`src/rtl/mem_lsu_pkg.sv`:
```
// Shared encodings and byte-lane helpers for the load/store port.
// Lane functions assume a 32-bit little-endian word.
package mem_lsu_pkg;

    localparam logic [1:0] SZ_BYTE = 2'b00;
    localparam logic [1:0] SZ_HALF = 2'b01;
    localparam logic [1:0] SZ_WORD = 2'b10;

    typedef enum logic [1:0] {
        ST_IDLE = 2'd0,
        ST_RD   = 2'd1,
        ST_WR   = 2'd2,
        ST_RESP = 2'd3
    } lsu_state_e;

    function automatic logic [31:0] lane_extract(
        input logic [31:0] word,
        input logic [1:0]  off,
        input logic [1:0]  size,
        input logic        sgn
    );
        logic [7:0]  b;
        logic [15:0] h;
        logic [31:0] r;
        b = word[{off, 3'b000} +: 8];
        h = word[{off[1], 4'b0000} +: 16];
        case (size)
            SZ_BYTE: r = {{24{sgn & b[7]}}, b};
            SZ_HALF: r = {{16{sgn & h[15]}}, h};
            SZ_WORD: r = word;
            default: r = '0;
        endcase
        return r;
    endfunction

    // Overlay the right-aligned store data onto the old word at the addressed lanes.
    function automatic logic [31:0] lane_merge(
        input logic [31:0] old_word,
        input logic [31:0] wdata,
        input logic [1:0]  off,
        input logic [1:0]  size
    );
        logic [31:0] r;
        r = old_word;
        case (size)
            SZ_BYTE: r[{off, 3'b000} +: 8]     = wdata[7:0];
            SZ_HALF: r[{off[1], 4'b0000} +: 16] = wdata[15:0];
            SZ_WORD: r = wdata;
            default: r = old_word;
        endcase
        return r;
    endfunction

endpackage

```
`src/rtl/mem_lsu_port_lane_align.sv`:
```
// Combinational byte-lane steering: load extract/extend and sub-word store merge.
module mem_lane_align
    import mem_lsu_pkg::*;
(
    input  logic [31:0] rd_word_i,
    input  logic [31:0] wdata_i,
    input  logic [1:0]  off_i,
    input  logic [1:0]  size_i,
    input  logic        signed_i,
    output logic [31:0] load_data_o,
    output logic [31:0] merge_data_o
);

    assign load_data_o  = lane_extract(rd_word_i, off_i, size_i, signed_i);
    assign merge_data_o = lane_merge(rd_word_i, wdata_i, off_i, size_i);

endmodule

```
`src/rtl/mem_lsu_port.sv`:
```
// Single-outstanding load/store initiator for a 2**ADDR_W x 32 dual-port memory.
// Handshake: a request transfers on a rising edge with req_valid & req_ready; rsp_valid is a one-cycle pulse with no backpressure.
module mem_lsu_port
    import mem_lsu_pkg::*;
#(
    parameter int ADDR_W = 9,
    parameter int DATA_W = 32
) (
    input  logic              clk,
    input  logic              rst_n,
    input  logic              req_valid,
    output logic              req_ready,
    input  logic              req_we,
    input  logic [1:0]        req_size,
    input  logic              req_signed,
    input  logic [31:0]       req_addr,
    input  logic [31:0]       req_wdata,
    output logic              rsp_valid,
    output logic [31:0]       rsp_rdata,
    output logic              rsp_err,
    output logic [ADDR_W-1:0] mem_a,
    output logic [DATA_W-1:0] mem_d,
    output logic              mem_we,
    output logic [ADDR_W-1:0] mem_dpra,
    input  logic [DATA_W-1:0] mem_dpo,
    output lsu_state_e        dbg_state_o
);

    lsu_state_e        state_q, state_d;
    logic [ADDR_W-1:0] idx_q, a_q, dpra_q;
    logic [1:0]        off_q, size_q;
    logic              signed_q, we_q, err_q;
    logic [31:0]       wdata_q, merge_q, rdata_q;

    logic              accept;
    logic              acc_err;
    logic [ADDR_W-1:0] req_idx;
    logic [31:0]       load_data, merge_data;

    assign req_idx = req_addr[ADDR_W+1:2];
    assign accept  = req_valid & req_ready;

    assign acc_err = (req_size == 2'b11)
                   | ((req_size == SZ_HALF) & req_addr[0])
                   | ((req_size == SZ_WORD) & (req_addr[1:0] != 2'b00))
                   | (|req_addr[31:ADDR_W+2]);

    mem_lane_align u_align (
        .rd_word_i    (mem_dpo),
        .wdata_i      (wdata_q),
        .off_i        (off_q),
        .size_i       (size_q),
        .signed_i     (signed_q),
        .load_data_o  (load_data),
        .merge_data_o (merge_data)
    );

    always_comb begin
        state_d = state_q;
        case (state_q)
            ST_IDLE: begin
                if (accept) begin
                    if (acc_err)
                        state_d = ST_RESP;
                    else if (!req_we || (req_size != SZ_WORD))
                        state_d = ST_RD;
                    else
                        state_d = ST_WR;
                end
            end
            ST_RD:   state_d = we_q ? ST_WR : ST_RESP;
            ST_WR:   state_d = ST_RESP;
            ST_RESP: state_d = ST_IDLE;
            default: state_d = ST_IDLE;
        endcase
    end

    always_ff @(posedge clk) begin
        if (!rst_n) begin
            state_q  <= ST_IDLE;
            idx_q    <= '0;
            a_q      <= '0;
            dpra_q   <= '0;
            off_q    <= '0;
            size_q   <= '0;
            signed_q <= 1'b0;
            we_q     <= 1'b0;
            err_q    <= 1'b0;
            wdata_q  <= '0;
            merge_q  <= '0;
            rdata_q  <= '0;
        end else begin
            state_q <= state_d;
            if (accept) begin
                idx_q    <= req_idx;
                off_q    <= req_addr[1:0];
                size_q   <= req_size;
                signed_q <= req_signed;
                we_q     <= req_we;
                wdata_q  <= req_wdata;
                err_q    <= acc_err;
                rdata_q  <= '0;
            end
            if ((state_q == ST_IDLE) && (state_d == ST_RD))
                dpra_q <= req_idx;
            if ((state_q == ST_RD) && !we_q)
                rdata_q <= load_data;
            if (state_q == ST_RD)
                merge_q <= merge_data;
            // Word stores enter WR straight from IDLE, before idx_q is valid.
            if (state_d == ST_WR)
                a_q <= (state_q == ST_IDLE) ? req_idx : idx_q;
        end
    end

    assign req_ready   = (state_q == ST_IDLE) & rst_n;
    assign rsp_valid   = (state_q == ST_RESP);
    assign rsp_err     = err_q;
    assign rsp_rdata   = rdata_q;
    assign mem_we      = (state_q == ST_WR) & rst_n;
    assign mem_a       = a_q;
    assign mem_dpra    = dpra_q;
    assign mem_d       = (state_q == ST_WR) ? ((size_q == SZ_WORD) ? wdata_q : merge_q) : '0;
    assign dbg_state_o = state_q;

endmodule

```
`config.mk`:
```
export PLATFORM = sky130hd
export DESIGN_NAME = mem_lsu_port
export DESIGN_NICKNAME = d
export VERILOG_FILES = /design/src/rtl/mem_lsu_pkg.sv /design/src/rtl/mem_lsu_port_lane_align.sv /design/src/rtl/mem_lsu_port.sv
export SDC_FILE = /design/constraint.sdc
export NUM_CORES = 1
export LEC_CHECK = 0
export ABC_AREA = 1
export BUFFER_PORTS_ARGS = -buffer_cell sky130_fd_sc_hd__buf_2
export CAP_MARGIN = 0
export CORE_UTILIZATION = 53
export DETAILED_ROUTE_END_ITERATION = 8
export GPL_ROUTABILITY_DRIVEN = 0
export PLACE_DENSITY_LB_ADDON = 0.3
export RECOVER_POWER = 50
export SYNTH_ARGS = -nofsm -noshare
export SYNTH_HDL_FRONTEND = slang
export SYNTH_SLANG_ARGS = --single-unit
export TNS_END_PERCENT = 10
```
`constraint.sdc`:
```
create_clock -name clk -period 1.98 [get_ports clk]
set_input_delay 0.198 -clock clk [delete_from_list [all_inputs] [get_ports clk]]
set_output_delay 0.198 -clock clk [all_outputs]
set_load 0.02 [all_outputs]
```
== After elaboration in Yosys (flattened, before gate mapping) ==
Index checks and enable logic that the tools add are counted.
Word-level totals
  flip-flop bits (word level): 132
  word-level logic and storage cells: 65
Operators by class
  $add $sub $neg: 2
  equal/unequal tests: 11
  shift operators: 6
  muxes and demuxes: 14
  bitwise operators: 10
  reductions and logical operators: 10
Operators by type and width (number)
  $pmux W32 S3: 2
  $mux W32: 4
  $bwmux W32: 2
  $shift A16 B7 Y32 const A: 1
  $shift A8 B7 Y32 const A: 1
  $shiftx A16 B7 Y32: 1
  $shiftx A32 B6 Y16: 1
  $shiftx A32 B6 Y8: 1
  $shiftx A8 B7 Y32: 1
  $reduce_or A21 Y1: 1
  $neg A5 Y7: 2
  $eq A2 B2 Y1 const B: 6
  $mux W9: 1
  $eq A2 B1 Y1 const B: 4
  $pmux W2 S4: 1
  $and A1 B1 Y1: 7
  $mux W2: 3
  $logic_not A2 Y1: 2
  $reduce_bool A2 Y1: 2
  $or A1 B1 Y1: 3
  $logic_and A1 B1 Y1: 2
  $logic_not A1 Y1: 2
  $ne A2 B2 Y1 const B: 1
  $logic_or A1 B1 Y1: 1
  $mux W1: 1

== Depth between registers and ports, before layout ==
Gate-level depths: netlist of run 1.
  depth in word-level cells: 10
  mapped depth: 14
  mapped depth without buffers: 14

== Hierarchy ==
From an unflattened synthesis of run 1, not the netlist that was laid out.
Unflattened totals
  cell total of the unflattened synthesis: 1349
  area, all modules: 8054.0 µm²
By module, submodules not included
  mem_lsu_port: times used 1, cells each 766, area an instance 5506.5 µm²
  mem_lane_align: times used 1, cells each 583, area an instance 2547.4 µm²

== Least setup slack after synthesis of run 1 ==
OpenSTA, ideal clock, no wires.
  path type: reg-to-reg
  start point: reg state_q[0] (netlist: dbg_state_o[0])
  end point: reg dpra_q[0] (netlist: mem_dpra[0])
  setup time: 0.110 ns
  data arrival time: 1.812 ns
  data required time: 1.870 ns
  path slack: 0.058 ns
  stages on the path, launching flop included: 15
  cell sequence: dfxtp_1 > inv_1 > ha_1 > nand2_1 > inv_2 > nand2_2 > buf_6 > nor3_4 > nor2_1 > nand2_1 > nand2_1 > buf_2 > nand4_1 > nand2_1 > nor2_1
Between the ends
  cells in the longest elaborated chain, start to end: 7
  elaborated cells on any way between the ends: 10
  those cells by class: 4 x eq/ne; 2 x mux; 2 x bitwise; 2 x reduce/logical
RTL lines
  start, declared: line mem_lsu_port.sv:29  | lsu_state_e state_q, state_d;
  start signal, assigned: line mem_lsu_port.sv:93  | state_q <= state_d;
  $logic_not A2 Y1: line mem_lsu_port.sv:116  | assign req_ready = (state_q == ST_IDLE) & rst_n;
  $and A1 B1 Y1: line mem_lsu_port.sv:116
  net req_ready: line mem_lsu_port.sv:12  | output logic req_ready,
  $and A1 B1 Y1: line mem_lsu_port.sv:41  | assign accept = req_valid & req_ready;
  $mux W2: line mem_lsu_port.sv:62  | if (accept) begin
  $pmux W2 S4: line mem_lsu_port.sv:60  | case (state_q)
  $eq A2 B1 Y1: line mem_lsu_port.sv:104  | if ((state_q == ST_IDLE) && (state_d == ST_RD))
  $logic_and A1 B1 Y1: line mem_lsu_port.sv:104
  end signal, assigned: line mem_lsu_port.sv:105  | dpra_q <= req_idx;
  end, declared: line mem_lsu_port.sv:30  | logic [ADDR_W-1:0] idx_q, a_q, dpra_q;
The timed path passes the listed nets, and every way through them passes these cells.
A chain may end at the register's enable or synchronous reset.

== Worst setup path in the final report of run 1 ==
  start point: reg size_q[0]
  end point: out mem_d[7]
Between the ends
  cells in the longest elaborated chain, start to end: 3
RTL lines
  start, declared: line mem_lsu_port.sv:31  | logic [1:0] off_q, size_q;
  start signal, assigned: line mem_lsu_port.sv:97  | size_q <= req_size;
  $eq A2 B2 Y1: line mem_lsu_port.sv:123  | assign mem_d = (state_q == ST_WR) ? ((size_q == SZ_WORD) ? wdata_q : merge_q) : '0;
  $mux W32 (2 in series): line mem_lsu_port.sv:123
  end, declared: line mem_lsu_port.sv:22  | output logic [DATA_W-1:0] mem_d,
No other way between the ends.

==> results of run 1 <==
[layer usage]
metal  track usage  up-vias
met4        0.1586        0
met2        0.4899      500
met3       0.06694       61
met1        0.4659     3616
li1              -     3888
met5             0        -
[power by group]
group          total, uW  internal [uW]  switching (uW)
Sequential          3760           3360             394
Combinational       5770           1920            3850
Clock               2980           1810            1170
[final timing paths]
kind,start,cells after the start,end
max,size_q[0],6,mem_d[7]
min,req_wdata[12],3,wdata_q[12]
max reg2reg,off_q[1],9,rsp_rdata[31]
min reg2reg,wdata_q[17],2,wdata_q[17]
[stage by stage]
step / hold WS [ns] / total power, uW / setup TNS [ns] / util
after floorplan: 0.3085 / 7466 / 0 / -
after global placement: 0.3922 / 8918 / 0 / 0.6386
after detailed placement: 0.3948 / 9028 / 0 / 0.6386
after CTS: 0.04469 / 12160 / 0 / 0.7013
after global routing: 0.06793 / 13310 / -0.05713 / 0.7075
final: 0.05144 / 12510 / 0 / 0.7077
[worst max-delay path: cells and delay by family (launching register included)]
kind / cells / cell delay [ns]
compound gates: 1 / 0.20
simple gates: 1 / 0.09
buf+inv: 4 / 0.65
flops: 1 / 0.36
[sequential cells by signal, indices dropped and copies added (netlist names)]
signal / flops
off_q: 2
mem_a: 9
rsp_err: 1
mem_dpra: 9
size_q: 2
signed_q: 1
idx_q: 9
wdata_q: 32
dbg_state_o: 2
merge_q: 32
rsp_rdata: 32
we_q: 1
[layout by cell type, fill, tap and decap left out, types with 2 or more instances in the layout]
cell,count
o21ai_1,9
clkbuf_1,58
nor2_1,86
ha_1,8
a221oi_1,6
nand4_1,13
inv_1,123
buf_4,37
nand4_4,2
o211ai_1,24
buf_12,4
o221ai_1,16
nand2_2,3
clkbuf_16,18
nand2_4,3
o22ai_1,14
buf_6,2
o2111ai_1,9
clkbuf_8,3
nand3_1,37
clkinvlp_4,3
inv_2,13
a22oi_1,7
buf_2,123
a21oi_1,127
dlygate4sd3_1,16
o21ai_0,89
clkinv_2,5
dfxtp_1,129
nand2_1,252
dfxtp_2,2
a21oi_2,7
[logic make-up (layout without fill, tap and decap cells)]
group	after synthesis	count (layout)	synth area share
AOI/OAI and AO/OA	312	312	0.2566
and+or+nand+nor	399	400	0.2331
adders and majority gates	10	10	0.01798
DFF	132	132	0.3798
other	0	1	0
buffers and inverters	202	410	0.1126
[cell type report]
class,count,area [um2],area share
clock buffers,23,478.0,0.05308
well taps,172,215.2,0.02390
diodes,1,2.502,0.0002779
clock inverters,9,78.83,0.008755
multi-input cells,722,3631,0.4033
inverters,138,521.8,0.05795
repair buffers,240,1428,0.1586
flip-flops and latches,132,2649,0.2942
[repair_timing]
action                                  4_1_cts  5_1_grt
pin swaps                                     0        2
cloned                                        1        2
buffers inserted                              2        0
endpoints found under the hold margin        16        0
gates resized for setup                      11       32
hold buffers                                 16        0
endpoints found under the setup margin       21       76
==> metrics, run 1 <==
pwr/cell area=between 1000 and 1500 mW/mm2; DRT met1 WL=9893 um; drt initial violations=approximately 990; fraction of layout cells with a size suffix above 1=0.1875; DRC viols=0; highest routed metal layer=met4; relative slew slack=0.6716; Max-cap violations=0; Die X=~120 um; Rows=41; post-synthesis sequential area ratio=0.3798; CP dominant cell by count=inv_2; post-synth net total=around 1,200; crit share post-route=0.9848; max-slew violations=0; synthesized flop and latch total=132; hpwl dp=roughly 16,000 um; Post-synth ARST share=0; Final Critical Period=between 1.5 and 2 ns; total wire length=between 20,000 and 25,000 um; Peak VDD IR=between 0.6 and 0.7 mV; IO Pins=~190; skew final=around 0.0065 ns; pre-CTS setup slack=slightly above 0.02 ns; Post-synth EDFFs=0; drt via density=5.612; synth warn=0; CTS H-Tree Depth=4; Antenna Violating Nets Remaining=0; Via Count=approximately 8,100; Area after DPL=about 0.0081 mm2; DIE AREA=0.01359 mm2; cell accounting for the most synthesized area=dfxtp_1; WL met3=2350 um; first-pass GRT wire length=roughly 35,000 um; count leader, synth=nand2_1; Final Hold Viols=0; Non-Filler Instances=~1,400; DRT Pass-1 Iters=5; Fmax achieved=~510 MHz; Req. time, crit path=1.78 ns; R2R setup slack=approximately 0.1 ns; area delta synth->final=29.40%; I/O Buffers=190; worst-path fanout max=31; largest net degree at the start of global routing=between 90 and 100; CTS Buffer Depth=2; nets=1,364; CP max-delay cell=dfxtp_2; clk sinks=~130; Die Y-Extent=around 120 um; CP peak stage delay=around 0.36 ns; Leakage=0.004133 uW; starting density of the core=0.5469; Commonest cells post-synth=255 x nand2_1, 134 x a21oi_1, 132 x dfxtp_1; vias in the first global route=6,733; final setup vio count=0; Post-Syn Area=roughly 0.0070 mm2; Design Area, Final=roughly 0.009 mm2; HP Class=input pin to flip-flop; WL per Instance=16.08 um; Worst Max-Slew Pin Slew=~0.49 ns; Mapped Cells=1,055; placed instance count=about 1,400; unrepaired setup endpoints after global routing=true; crit-path cells=inv_2 -> nand2_2 -> inv_2 -> bufbuf_16 -> a21oi_1 -> buf_4; core area=~0.013 mm2; synth unique cells=31; gr ovfl total=0; Final WS setup=roughly 0.030 ns; fill cell count=1,138; CTS Buf Count=17; Setup Crit Path Kind=flip-flop to primary output; antenna violations before repair=0; Yosys top cell area share=0.3798; CTS tree=yes; Crit. End Element=primary output; root buffer cell=clkbuf_16; metal2 WL=around 10,000 um; Post-synth top flop=dfxtp_1; outcome=finished clean; gr usage total=0.3334; worst skew pair latency=~0.43 ns; Clock Pin Slew Worst Setup and Hold Paths=0.05 ns; Syn Area/Cell=approximately 6.6 um2; Startpoint Class=flip-flop; most area-consuming cells after synthesis=dfxtp_1 38%, nand2_1 14%, a21oi_1 9.6%; WP data arrival=around 1.8 ns
Power figures use the tool's default switching activity.
==> inputs of run 2 (changes only) <==
Settings changed: CORE_UTILIZATION 53 to 50.
==> run 2 against run 1 <==
  * Non-clock buffer count unchanged
  * Worst hold slack got worse by 0.019 ns
  * Die area increased by 5.9%
  * Global-route usage decreased by 2.0 points
  * Clock power increased by 4%
  * Final area increased by 1.2%
  * Count of clock-buffer cells in the layout decreased by 2
  * Register-to-register slack got worse by 0.04 ns
  * Wire length increased by 0.57%
  * Final cell count increased by 0.28%
  * Maximum frequency increased by 0.53%
  * Critical path depth increased by 1
==> metrics, run 2 (same netlist as run 1, synthesis figures left out) <==
fill cell count=1,237 (+8.7%); largest net degree at the start of global routing=98 (unchanged); Die Y-Extent=120.0 um (+2.9%); Final WS setup=0.04049 ns (+0.01031 ns); R2R setup slack=0.06 ns (-0.04 ns); CP dominant cell by count=inv_2; I/O Buffers=190 (unchanged); WL met3=2657 um (+13%); core area=0.01340 mm2 (+5.3%); IO Pins=191 (unchanged); metal2 WL=9915 um (-2.2%); Antenna Violating Nets Remaining=0 (unchanged); worst reg2reg path startpoint=dbg_state_o[0]; outcome=finished clean; drt via density=5.573 (-0.71%); Via Count=8,030 (-0.43%); HP Class=input pin to flip-flop; unrepaired setup endpoints after global routing=true; worst-path fanout max=35 (+13%); pre-CTS setup slack=0.1088 ns (+0.08807 ns); DRT Pass-1 Iters=7 (+2); pwr/cell area=1415 mW/mm2 (+1.8%); nets=1,365 (+0.073%); relative slew slack=0.6860 (+0.01438); Hold Path Depth=3 (unchanged); DIE AREA=0.01439 mm2 (+5.9%); most frequent cells in the layout=251 x nand2_1, 129 x dfxtp_1, 124 x a21oi_1; Crit. End Element=primary output; Startpoint Class=flip-flop; WP data arrival=1.74 ns (about the same); Endpoint, Worst Hold=we_q; WL per Instance=16.13 um (+0.29%); gr usage total=0.3138 (-0.01956); drt initial violations=917 (-6.9%); Setup Crit Path Kind=flip-flop to primary output; reg2reg end=mem_dpra[3]; cell count of the worst reg-to-reg path=14 (+5); total wire length=23,250 um (+0.57%); CTS tree=yes; Design Area, Final=0.009107 mm2 (+1.2%); Peak VDD IR=0.6973 mV (+2.4%); skew final=0.01235 ns (+0.005814 ns); Worst Max-Slew Pin Slew=0.4710 ns (-0.02157 ns); crit-path cells=inv_2 -> nand2_2 -> inv_2 -> buf_12 -> nand2_1 -> a21oi_1 -> buf_2; Rows=42 (+2.4%); first-pass GRT wire length=35,240 um (+1.8%); CTS Buf Count=17 (unchanged); worst skew pair latency=0.43 ns (about the same); clk sinks=132 (unchanged); CTS H-Tree Depth=4 (unchanged); hpwl dp=16,230 um (+2.2%); Die X=120.0 um (+2.9%); starting density of the core=0.5192 (-0.02768); Final Critical Period=1.940 ns (-0.01031 ns); antenna violations before repair=1 (+1); Fmax achieved=515.6 MHz (+0.53%); Area after DPL=0.008129 mm2 (about the same); CTS Buffer Depth=2 (unchanged); crit share post-route=0.9796 (-0.005208); root buffer cell=clkbuf_16; DRC viols=0 (unchanged); highest routed metal layer=met4; fraction of layout cells with a size suffix above 1=0.1970 (+0.009494); Clock Pin Slew Worst Setup and Hold Paths=0.06 ns (about the same); Max-cap violations=0 (unchanged); hold path startpoint=req_we; DRT met1 WL=9911 um (+0.18%); commonest non-fill, non-tap cell in the layout=nand2_1; CP peak stage delay=0.34 ns (-0.02 ns); Req. time, crit path=1.78 ns (about the same); vias in the first global route=7,029 (+4.4%); CP max-delay cell=dfxtp_2; max-slew violations=0 (unchanged); area delta synth->final=30.89%; Leakage=0.004178 uW (+1.1%); Final Hold Viols=0 (unchanged); gr ovfl total=0 (unchanged); final setup vio count=0 (unchanged)
run 2: stage by stage:
| step | setup TNS, ns | util | cells | total power, uW | hold WS (ns) |
|---|---|---|---|---|---|
| 2_1_floorplan | 0 | - | 1055 | 7466 | 0.3085 |
| 3_3_place_gp | 0 | 0.6066 | 1387 | 8929 | 0.3947 |
| 3_5_place_dp | 0 | 0.6066 | 1387 | 9019 | 0.3946 |
| 4_1_cts | 0 | 0.6712 | 1438 | 12460 | 0.01852 |
| 5_1_grt | -0.5390 | 0.6796 | 1441 | 13660 | 0.03696 |
| 6_report | 0 | 0.6796 | 1441 | 12890 | 0.03253 |
run 2: report_power, final:
group	total, uW	switching [uW]	internal (uW)
combinational	6040	4000	2040
clock	3110	1180	1930
sequential	3740	383	3360
run 2: area by class of cell:
class | count | area [um2] | area share
multi-input cells | 723 | 3667 | 0.4027
inverters | 138 | 521.8 | 0.05729
clock buffers | 21 | 470.5 | 0.05166
clock inverters | 10 | 106.4 | 0.01168
flip-flops and latches | 132 | 2646 | 0.2906
diodes | 1 | 2.502 | 0.0002748
well taps | 176 | 220.2 | 0.02418
repair buffers | 240 | 1473 | 0.1617
run 2: critical path, delay by kind of cell, from the launching register on:
family,cells,cell delay (ns)
buffers and inverters,4,0.57
DFF,1,0.34
and+or+nand+nor,2,0.23
AOI/OAI and AO/OA,1,0.16
run 2: repair_timing:
item	in CTS	in global routing
resized for setup	21	47
endpoints found under the setup margin	32	76
buffers inserted	4	0
gates cloned	1	2
endpoints found under the hold margin	15	0
hold buffers	15	0
pin swaps	1	3
run 2: layer usage:
layer / vias to the layer above / GRT usage
li1: 3892 / -
met1: 3592 / 0.4313
met2: 474 / 0.4637
met3: 72 / 0.08840
met4: 0 / 0.1164
met5: - / 0
run 2: worst max path at each step:
stage                         startpoint  depth (start not counted)       endpoint
after floorplan           dbg_state_o[0]                         14    mem_dpra[0]
after global placement    dbg_state_o[0]                         11  rsp_rdata[26]
after detailed placement  dbg_state_o[0]                         11   rsp_rdata[2]
after CTS                 dbg_state_o[1]                          7       mem_d[3]
after global routing      dbg_state_o[0]                         14    mem_dpra[8]
final                          size_q[0]                          7      mem_d[30]
